### src/rtl/axis_ola_16x8_v1.sv
// 16-channel to 8-lane 50%-overlap-add synthesis stage: add, scale, saturate, 2-stage pipeline.
// Optional build macro OLA_ROUND_EN selects round-half-up before the shift (default: floor).
module axis_ola_16x8_v1 (
  input  logic         aclk,
  input  logic         aresetn,
  output logic         s_axis_tready,
  input  logic         s_axis_tvalid,
  input  logic [511:0] s_axis_tdata,
  input  logic         s_axis_tsync,
  input  logic         m_axis_tready,
  output logic         m_axis_tvalid,
  output logic [255:0] m_axis_tdata,
  input  logic [1:0]   qout,
  input  logic         sat_clr,
  output logic [15:0]  sat_cnt
);
  localparam int N = 16;
  localparam int L = 8;
  localparam int B = 16;
  localparam int C = 2 * L;  // I/Q components per output beat

  localparam logic [0:0] ST_EMPTY = 1'b0;
  localparam logic [0:0] ST_RUN   = 1'b1;

  logic                 rdy_reg;
  logic [0:0]           state_reg;
  logic [N*B-1:0]       hist_reg;
  logic                 s1_valid_reg;
  logic signed [B:0]    s1_sum_reg [C];
  logic [1:0]           s1_q_reg;
  logic                 m_valid_reg;
  logic [L*2*B-1:0]     m_data_reg;
  logic [15:0]          sat_cnt_reg;

  logic signed [B:0]    sum_next [C];
  logic [C-1:0]         sat_flag;
  logic [L*2*B-1:0]     y_bus;
  logic [4:0]           sat_beat;
  logic [16:0]          sat_sum;
  logic                 stall;
  logic                 accept;
  logic                 use_hist;

  // Scale a 17-bit sum by q and clamp to 16 bits; MSB of the result flags a clamp.
  function automatic logic [16:0] scale_sat(input logic signed [16:0] s, input logic [1:0] q);
    logic signed [17:0] t;
    t = {s[16], s};
`ifdef OLA_ROUND_EN
    case (q)
      2'd1:    t = t + 18'sd1;
      2'd2:    t = t + 18'sd2;
      2'd3:    t = t + 18'sd4;
      default: t = t;
    endcase
`endif
    t = t >>> q;
    if (t > 18'sd32767)
      return {1'b1, 16'h7fff};
    if (t < -18'sd32768)
      return {1'b1, 16'h8000};
    return {1'b0, t[15:0]};
  endfunction

  assign stall         = m_valid_reg && !m_axis_tready;
  assign s_axis_tready = rdy_reg && !stall;
  assign accept        = s_axis_tvalid && s_axis_tready;
  // A resync beat starts a fresh overlap chain, exactly like the first beat after EMPTY.
  assign use_hist      = (state_reg == ST_RUN) && !s_axis_tsync;

  // Component gi (lane gi/2, I or Q) sits at bit 16*gi in both the frame and the history.
  genvar gi;
  generate
    for (gi = 0; gi < C; gi++) begin : g_comp
      assign sum_next[gi] = $signed({s_axis_tdata[B*gi+B-1], s_axis_tdata[B*gi +: B]}) +
                            (use_hist ? $signed({hist_reg[B*gi+B-1], hist_reg[B*gi +: B]})
                                      : 17'sd0);
      assign {sat_flag[gi], y_bus[B*gi +: B]} = scale_sat(s1_sum_reg[gi], s1_q_reg);
    end
  endgenerate

  always_comb begin
    sat_beat = 5'd0;
    for (int i = 0; i < C; i++)
      sat_beat = sat_beat + {4'd0, sat_flag[i]};
    sat_sum = {1'b0, sat_cnt_reg} + {12'd0, sat_beat};
  end

  always_ff @(posedge aclk or negedge aresetn) begin
    if (!aresetn) begin
      rdy_reg      <= 1'b0;
      state_reg    <= ST_EMPTY;
      hist_reg     <= '0;
      s1_valid_reg <= 1'b0;
      s1_q_reg     <= 2'd0;
      for (int i = 0; i < C; i++)
        s1_sum_reg[i] <= '0;
      m_valid_reg  <= 1'b0;
      m_data_reg   <= '0;
      sat_cnt_reg  <= 16'd0;
    end else begin
      rdy_reg <= 1'b1;
      if (!stall) begin
        s1_valid_reg <= accept;
        if (accept) begin
          for (int i = 0; i < C; i++)
            s1_sum_reg[i] <= sum_next[i];
          s1_q_reg <= qout;
        end
        m_valid_reg <= s1_valid_reg;
        if (s1_valid_reg)
          m_data_reg <= y_bus;
      end
      if (accept) begin
        hist_reg  <= s_axis_tdata[N*2*B-1 -: N*B];
        state_reg <= ST_RUN;
      end else if (s_axis_tsync) begin
        hist_reg  <= '0;
        state_reg <= ST_EMPTY;
      end
      // Clear takes priority over a same-cycle increment.
      if (sat_clr)
        sat_cnt_reg <= 16'd0;
      else if (!stall && s1_valid_reg)
        sat_cnt_reg <= sat_sum[16] ? 16'hffff : sat_sum[15:0];
    end
  end

  assign m_axis_tvalid = m_valid_reg;
  assign m_axis_tdata  = m_data_reg;
  assign sat_cnt       = sat_cnt_reg;
endmodule

### config.mk
export PLATFORM = sky130hd
export DESIGN_NAME = axis_ola_16x8_v1
export DESIGN_NICKNAME = d
export VERILOG_FILES = /design/src/rtl/axis_ola_16x8_v1.sv
export SDC_FILE = /design/constraint.sdc
export NUM_CORES = 2
export LEC_CHECK = 0
export BUFFER_PORTS_ARGS = -buffer_cell sky130_fd_sc_hd__buf_2
export CAP_MARGIN = 20
export CORE_MARGIN = 8
export CORE_UTILIZATION = 30
export DETAILED_ROUTE_END_ITERATION = 6
export HOLD_SLACK_MARGIN = 0.12
export PLACE_DENSITY = 0.53
export REMOVE_ABC_BUFFERS = 1
export SYNTH_ARGS = -nofsm -noshare
export SYNTH_HDL_FRONTEND = slang
export SYNTH_SLANG_ARGS = --single-unit
### constraint.sdc
create_clock -name aclk -period 9.75 [get_ports aclk]
set_clock_uncertainty 0.2 [all_clocks]
set_input_delay 0.4875 -clock aclk [delete_from_list [all_inputs] [get_ports aclk]]
set_output_delay 0.4875 -clock aclk [all_outputs]
set_load 0.005 [all_outputs]
After elaboration in Yosys (flattened, before gate mapping)
Index checks and enable logic that the tools add are counted.
Storage, ports and cells
  memories: 0
  bits in registers: 806
  RAM bits: 0
  bits in read-only memories: 0
  output and inout bits: 274
  bits in latches: 0
  word-level logic and storage cells: 252
Operators by class
  bitwise logic cells: 1
  equality and inequality tests: 0
  multipliers: 0
  div/mod/pow operators: 0
  mux-type cells: 135
  $add $sub $neg: 32
  shifts and indexed selects: 16
  reductions and logical operators: 12
  order comparisons: 32
Operator list (count)
  $mux 17: 80
  $mux 256: 2
  $gt 18x16->1 const B: 16
  $lt 18x16->1 const B: 16
  $sshr 17x2->18: 16
  $add 16x17->17: 16
  $add 5x1->5: 11
  $mux 1: 50
  $mux 16: 3
  $add 16x5->17: 1
  $add 4x1->5: 1
  $logic_and 1x1->1: 5
  $add 3x1->4: 1
  $reduce_and 2->1: 2
  $reduce_bool 2->1: 2
  $add 2x1->3: 1
  $logic_not 1->1: 3
  $add 1x1->2: 1
  $not 1->1: 1

Longest topological paths before layout
  depth in word-level cells: 25
  gate-level depth with buffers: 22

Worst setup path after synthesis
No wires, ideal clock.
  path kind: register to register
  start: reg s1_q_reg[0]
  end: reg sat_cnt_reg[8], in the netlist sat_cnt[8]
  setup time: 0.136 ns
  cell stages (with the launch flop): 22
  data arrival time: 5.331 ns
  required time: 9.414 ns
  slack: 4.083 ns
  path through: dfrtp_1 > buf_2 > clkinv_1 > nand2_1 > clkbuf_1 > clkbuf_1 > nor2_1 > fa_1 > fa_1 > fa_1 > inv_1 > fa_1 > fa_1 > inv_1 > fa_1 > a21o_1 > a21oi_1 > o21ai_0 > nand4b_1 > clkbuf_1 > o311a_1 > nor3_1
Between the ends
  word-level cells in the longest chain between the ends: 25
  elaborated cells between the ends (all ways): 163
RTL lines
  from (decl): line 30  | logic [1:0] s1_q_reg;
  from (signal assigned): line 107  | s1_q_reg <= qout;
  $sshr 17x2->18: line 56  | t = t >>> q;
  $lt 18x16->1: line 59  | if (t < -18'sd32768)
  $mux 1 (2 in series): line 59
  $mux 17: line 61  | return {1'b0, t[15:0]};
  $mux 17: line 59
  $add 1x1->2: line 84  | sat_beat = sat_beat + {4'd0, sat_flag[i]};
  $add 2x1->3: line 84
  $add 3x1->4: line 84
  $add 4x1->5: line 84
  $add 5x1->5 (10 in series): line 84
  $add 5x1->5 *: line 84
  $add 16x5->17 *: line 85  | sat_sum = {1'b0, sat_cnt_reg} + {12'd0, sat_beat};
  $mux 16 *: line 124  | sat_cnt_reg <= sat_sum[16] ? 16'hffff : sat_sum[15:0];
  $mux 16 *: line 123  | else if (!stall && s1_valid_reg)
  $mux 16 *: line 121  | if (sat_clr)
  to (signal assigned): line 124
  to (decl): line 33  | logic [15:0] sat_cnt_reg;
Mark *: on every way between the ends. The rest lies on a longest branch, timed or not. The select of a mux whose other input is x is not followed.
A chain may end at the register's enable or synchronous reset.

Worst setup path in the final report
  start: reg s1_q_reg[1]
  end: reg sat_cnt_reg[11], in the netlist sat_cnt[11]
Same word-level chain as after synthesis.

==> flow_summary.json <==
{
  "rsz0062_at_grt": "no",
  "reg2reg_depth": 17,
  "yosys-top-cells-count": "nand2_1 (1000), dfrtp_1 (806), o21ai_0 (624)",
  "grt_pass1_vias": 49150,
  "seq_area_frac_synth_pct": 37.90,
  "syn_avg_cell_area_um2": 8.691,
  "final_core_util_pct": 39.00,
  "netlist_area_um2": 53210,
  "drt.antenna.violating_nets": 0,
  "wirelength_mm": 188.9,
  "required_ps": 10200,
  "maxCapViolCount": 0,
  "ys_top_cells_by_area": "dfrtp_1 (38%), nand2_1 (7.1%), ha_1 (6.2%), o21ai_0 (5.9%), mux4_2 (4.7%)",
  "grt_usage_pct": 19.05,
  "vias": 48460,
  "synthToLayoutAreaGrowth_pct": 29.08,
  "cts_tree": "done",
  "slew_headroom_pct": 13.63,
  "synthCells": 6123,
  "synth_edf_count": 0,
  "worst_ir_drop_vdd_mv": 0.1719,
  "cts_hold_buf": 597,
  "routabilityCongestion": 0.8464,
  "crit_family": "adder cells",
  "io_buffer_count": 793,
  "ys_ff_latch": 806,
  "dr.pass1.iters": 5,
  "min_path_type": "input pin to asynchronous set/reset pin",
  "cts_resized": 0,
  "max_stage_delay_ps": 760,
  "p_per_area_nw_per_um2": 194.5,
  "wl_per_cell_um": 19.44,
  "synth_cell_types": 85,
  "place_area_um2": 58960,
  "grt_start_max_net_pins": 198,
  "rows": 154,
  "worstReg2RegEnd": "sat_cnt[11]",
  "setup_viol": 0,
  "max_freq_mhz": 149.4,
  "met2_usage_pct": 32.56,
  "hold_ws_ps": 158.7,
  "critPathMaxFanout": 32,
  "critPathBufInv": 3,
  "coreArea_um2": 176100,
  "drt_iter0_drc": 2845,
  "clockBufferDepth": 3,
  "yosys_warnings": 0,
  "grt_overflow_total": 0,
  "post-route-min-period_ps": 6692,
  "power.total_mw": 13.36,
  "root_buffer": "clkbuf_16",
  "drc": 0,
  "setup_ws_ps": 3058,
  "yosys_most_used_dff": "dfrtp_1",
  "hold_viol": 0,
  "cpMostUsedCell": "fa_1",
  "cts_made_buffers": 106,
  "grt_first_pass_wirelength_mm": 291.5,
  "path_cells": "inv_2 -> nand2_4 -> nor2_1 -> fa_1 -> fa_1 -> fa_1 -> inv_1 -> fa_1 -> fa_1 -> inv_1 -> fa_1 -> a21o_1 -> a21oi_1 -> o21ai_0 -> nand4b_1 -> and2_1 -> a311oi_1",
  "nNetsFinal": 8076,
  "start_util_pct": 30.22,
  "drive_above_1_share_pct": 17.18,
  "path_clk_slew_ps": 60,
  "htree_levels": 3,
  "final.period_utilization_pct": 68.64,
  "synth_top_cell_area_share_pct": 37.90,
  "gr-usage-met3_pct": 4.070,
  "cts_setup_buffers": 0,
  "crit_type": "flop to flop",
  "die_w_um": 437.2,
  "async_flop_share_pct": 100.0,
  "clock_latency_ps": 750,
  "grt_use_met1_pct": 22.18,
  "slowest_stage": "dfrtp_4",
  "numClockSinks": 806,
  "startpoint_type": "flop",
  "crit_path_end_kind": "flop",
  "tightest_slew_ps": 1296,
  "cp.arrival_ps": 7140,
  "io_pins": 794,
  "leakage_nw": 31.48,
  "die_y_um": 437.2,
  "largest_register_ffs": 272,
  "drt-vias-per-instance": 4.986,
  "r2r-start": "s1_q_reg[1]",
  "synth_top_area_cell": "dfrtp_1",
  "final_cell_area_um2": 68690,
  "place_ws_ps": 2961,
  "drv_slew": 0,
  "status": "completed",
  "dieArea_um2": 191100,
  "yosysMostFrequentCell": "nand2_1",
  "antenna_found_initial": 39,
  "hpwlAfterDp_mm": 136.3,
  "rrSetupSlack_ps": 3060,
  "grt.busiest_layer": "met2"
}
## placed cells by master (no fill, tap or decap), types with 48 or more instances in the layout
master	n
xnor2_1	68
o21ai_0	624
dlygate4sd3_1	597
inv_1	141
o31ai_1	227
mux4_2	110
and2_1	264
nor2b_1	57
mux2_2	75
buf_2	791
nand3_1	93
a21oi_1	402
nor2_1	433
clkbuf_16	107
ha_1	264
nand2_1	997
o21bai_1	67
xor2_1	100
dfrtp_1	804
mux2i_1	48
nand2b_1	297
a21o_1	76
## through the flow
stage                     setup TNS [ps]  std cells
after CTS                              0       9692
after floorplan                 -1197650       5723
after detailed placement               0       8899
final                                  0       9719
after global routing                   0       9711
after global placement                 0       8899
## worst max path at each step
stage | cells past startpoint | startpoint | end | slack (ps)
floorplan | 18 | s1_q_reg[0] | sat_cnt[14] | -7000
global placement | 17 | s1_q_reg[1] | sat_cnt[11] | 3030
detailed placement | 17 | s1_q_reg[1] | sat_cnt[11] | 2960
CTS | 17 | s1_q_reg[1] | sat_cnt[11] | 2980
global route | 18 | s1_q_reg[1] | sat_cnt[5] | 2650
finish | 17 | s1_q_reg[1] | sat_cnt[11] | 3060
## worst register-to-register path: cells and delay by family (launching register included)
kind	cells	cell delay [ps]
adder cells (fa/ha/maj)	6	2730
AO/OA/AOI/OAI	4	850
buffers and inverters	3	250
AND/OR/NAND/NOR	4	1810
flip-flops	1	760
## power by group
part	switching [mW]	internal, mW
combinational	2.45	1.90
sequential	0.731	4.11
clock	1.66	2.50
## routing by layer
| metal | wire length (um) | vias to the layer above |
|---|---|---|
| met5 | 98 | - |
| met4 | 12110 | 14 |
| met3 | 9295 | 412 |
| met2 | 91140 | 1136 |
| met1 | 76280 | 23050 |
| li1 | - | 23850 |
## logic make-up (layout without fill, tap and decap cells)
logic type | after synthesis | count (layout) | share of synthesized area [%]
xor+xnor | 168 | 168 | 2.765
compound gates | 1728 | 1728 | 19.90
flops | 806 | 806 | 37.90
mux | 233 | 233 | 7.145
fa+ha+maj | 292 | 292 | 7.261
simple gates | 2352 | 2352 | 20.87
other cells | 1 | 28 | 0.007047
buf+inv | 543 | 1772 | 4.150
## final cells by class
| cell class | count | area [um^2] |
|---|---|---|
| Clock inverter | 55 | 690.7 |
| Fill cell | 17760 | 107400 |
| Inverter | 143 | 541.8 |
| Antenna cell | 27 | 67.56 |
| Clock buffer | 141 | 2995 |
| Timing Repair Buffer | 1433 | 10410 |
| Sequential cell | 806 | 20180 |
| Multi-Input combinational cell | 4774 | 30880 |
| Tap cell | 2340 | 2928 |
Note: power is estimated with default switching activity, not from simulation.
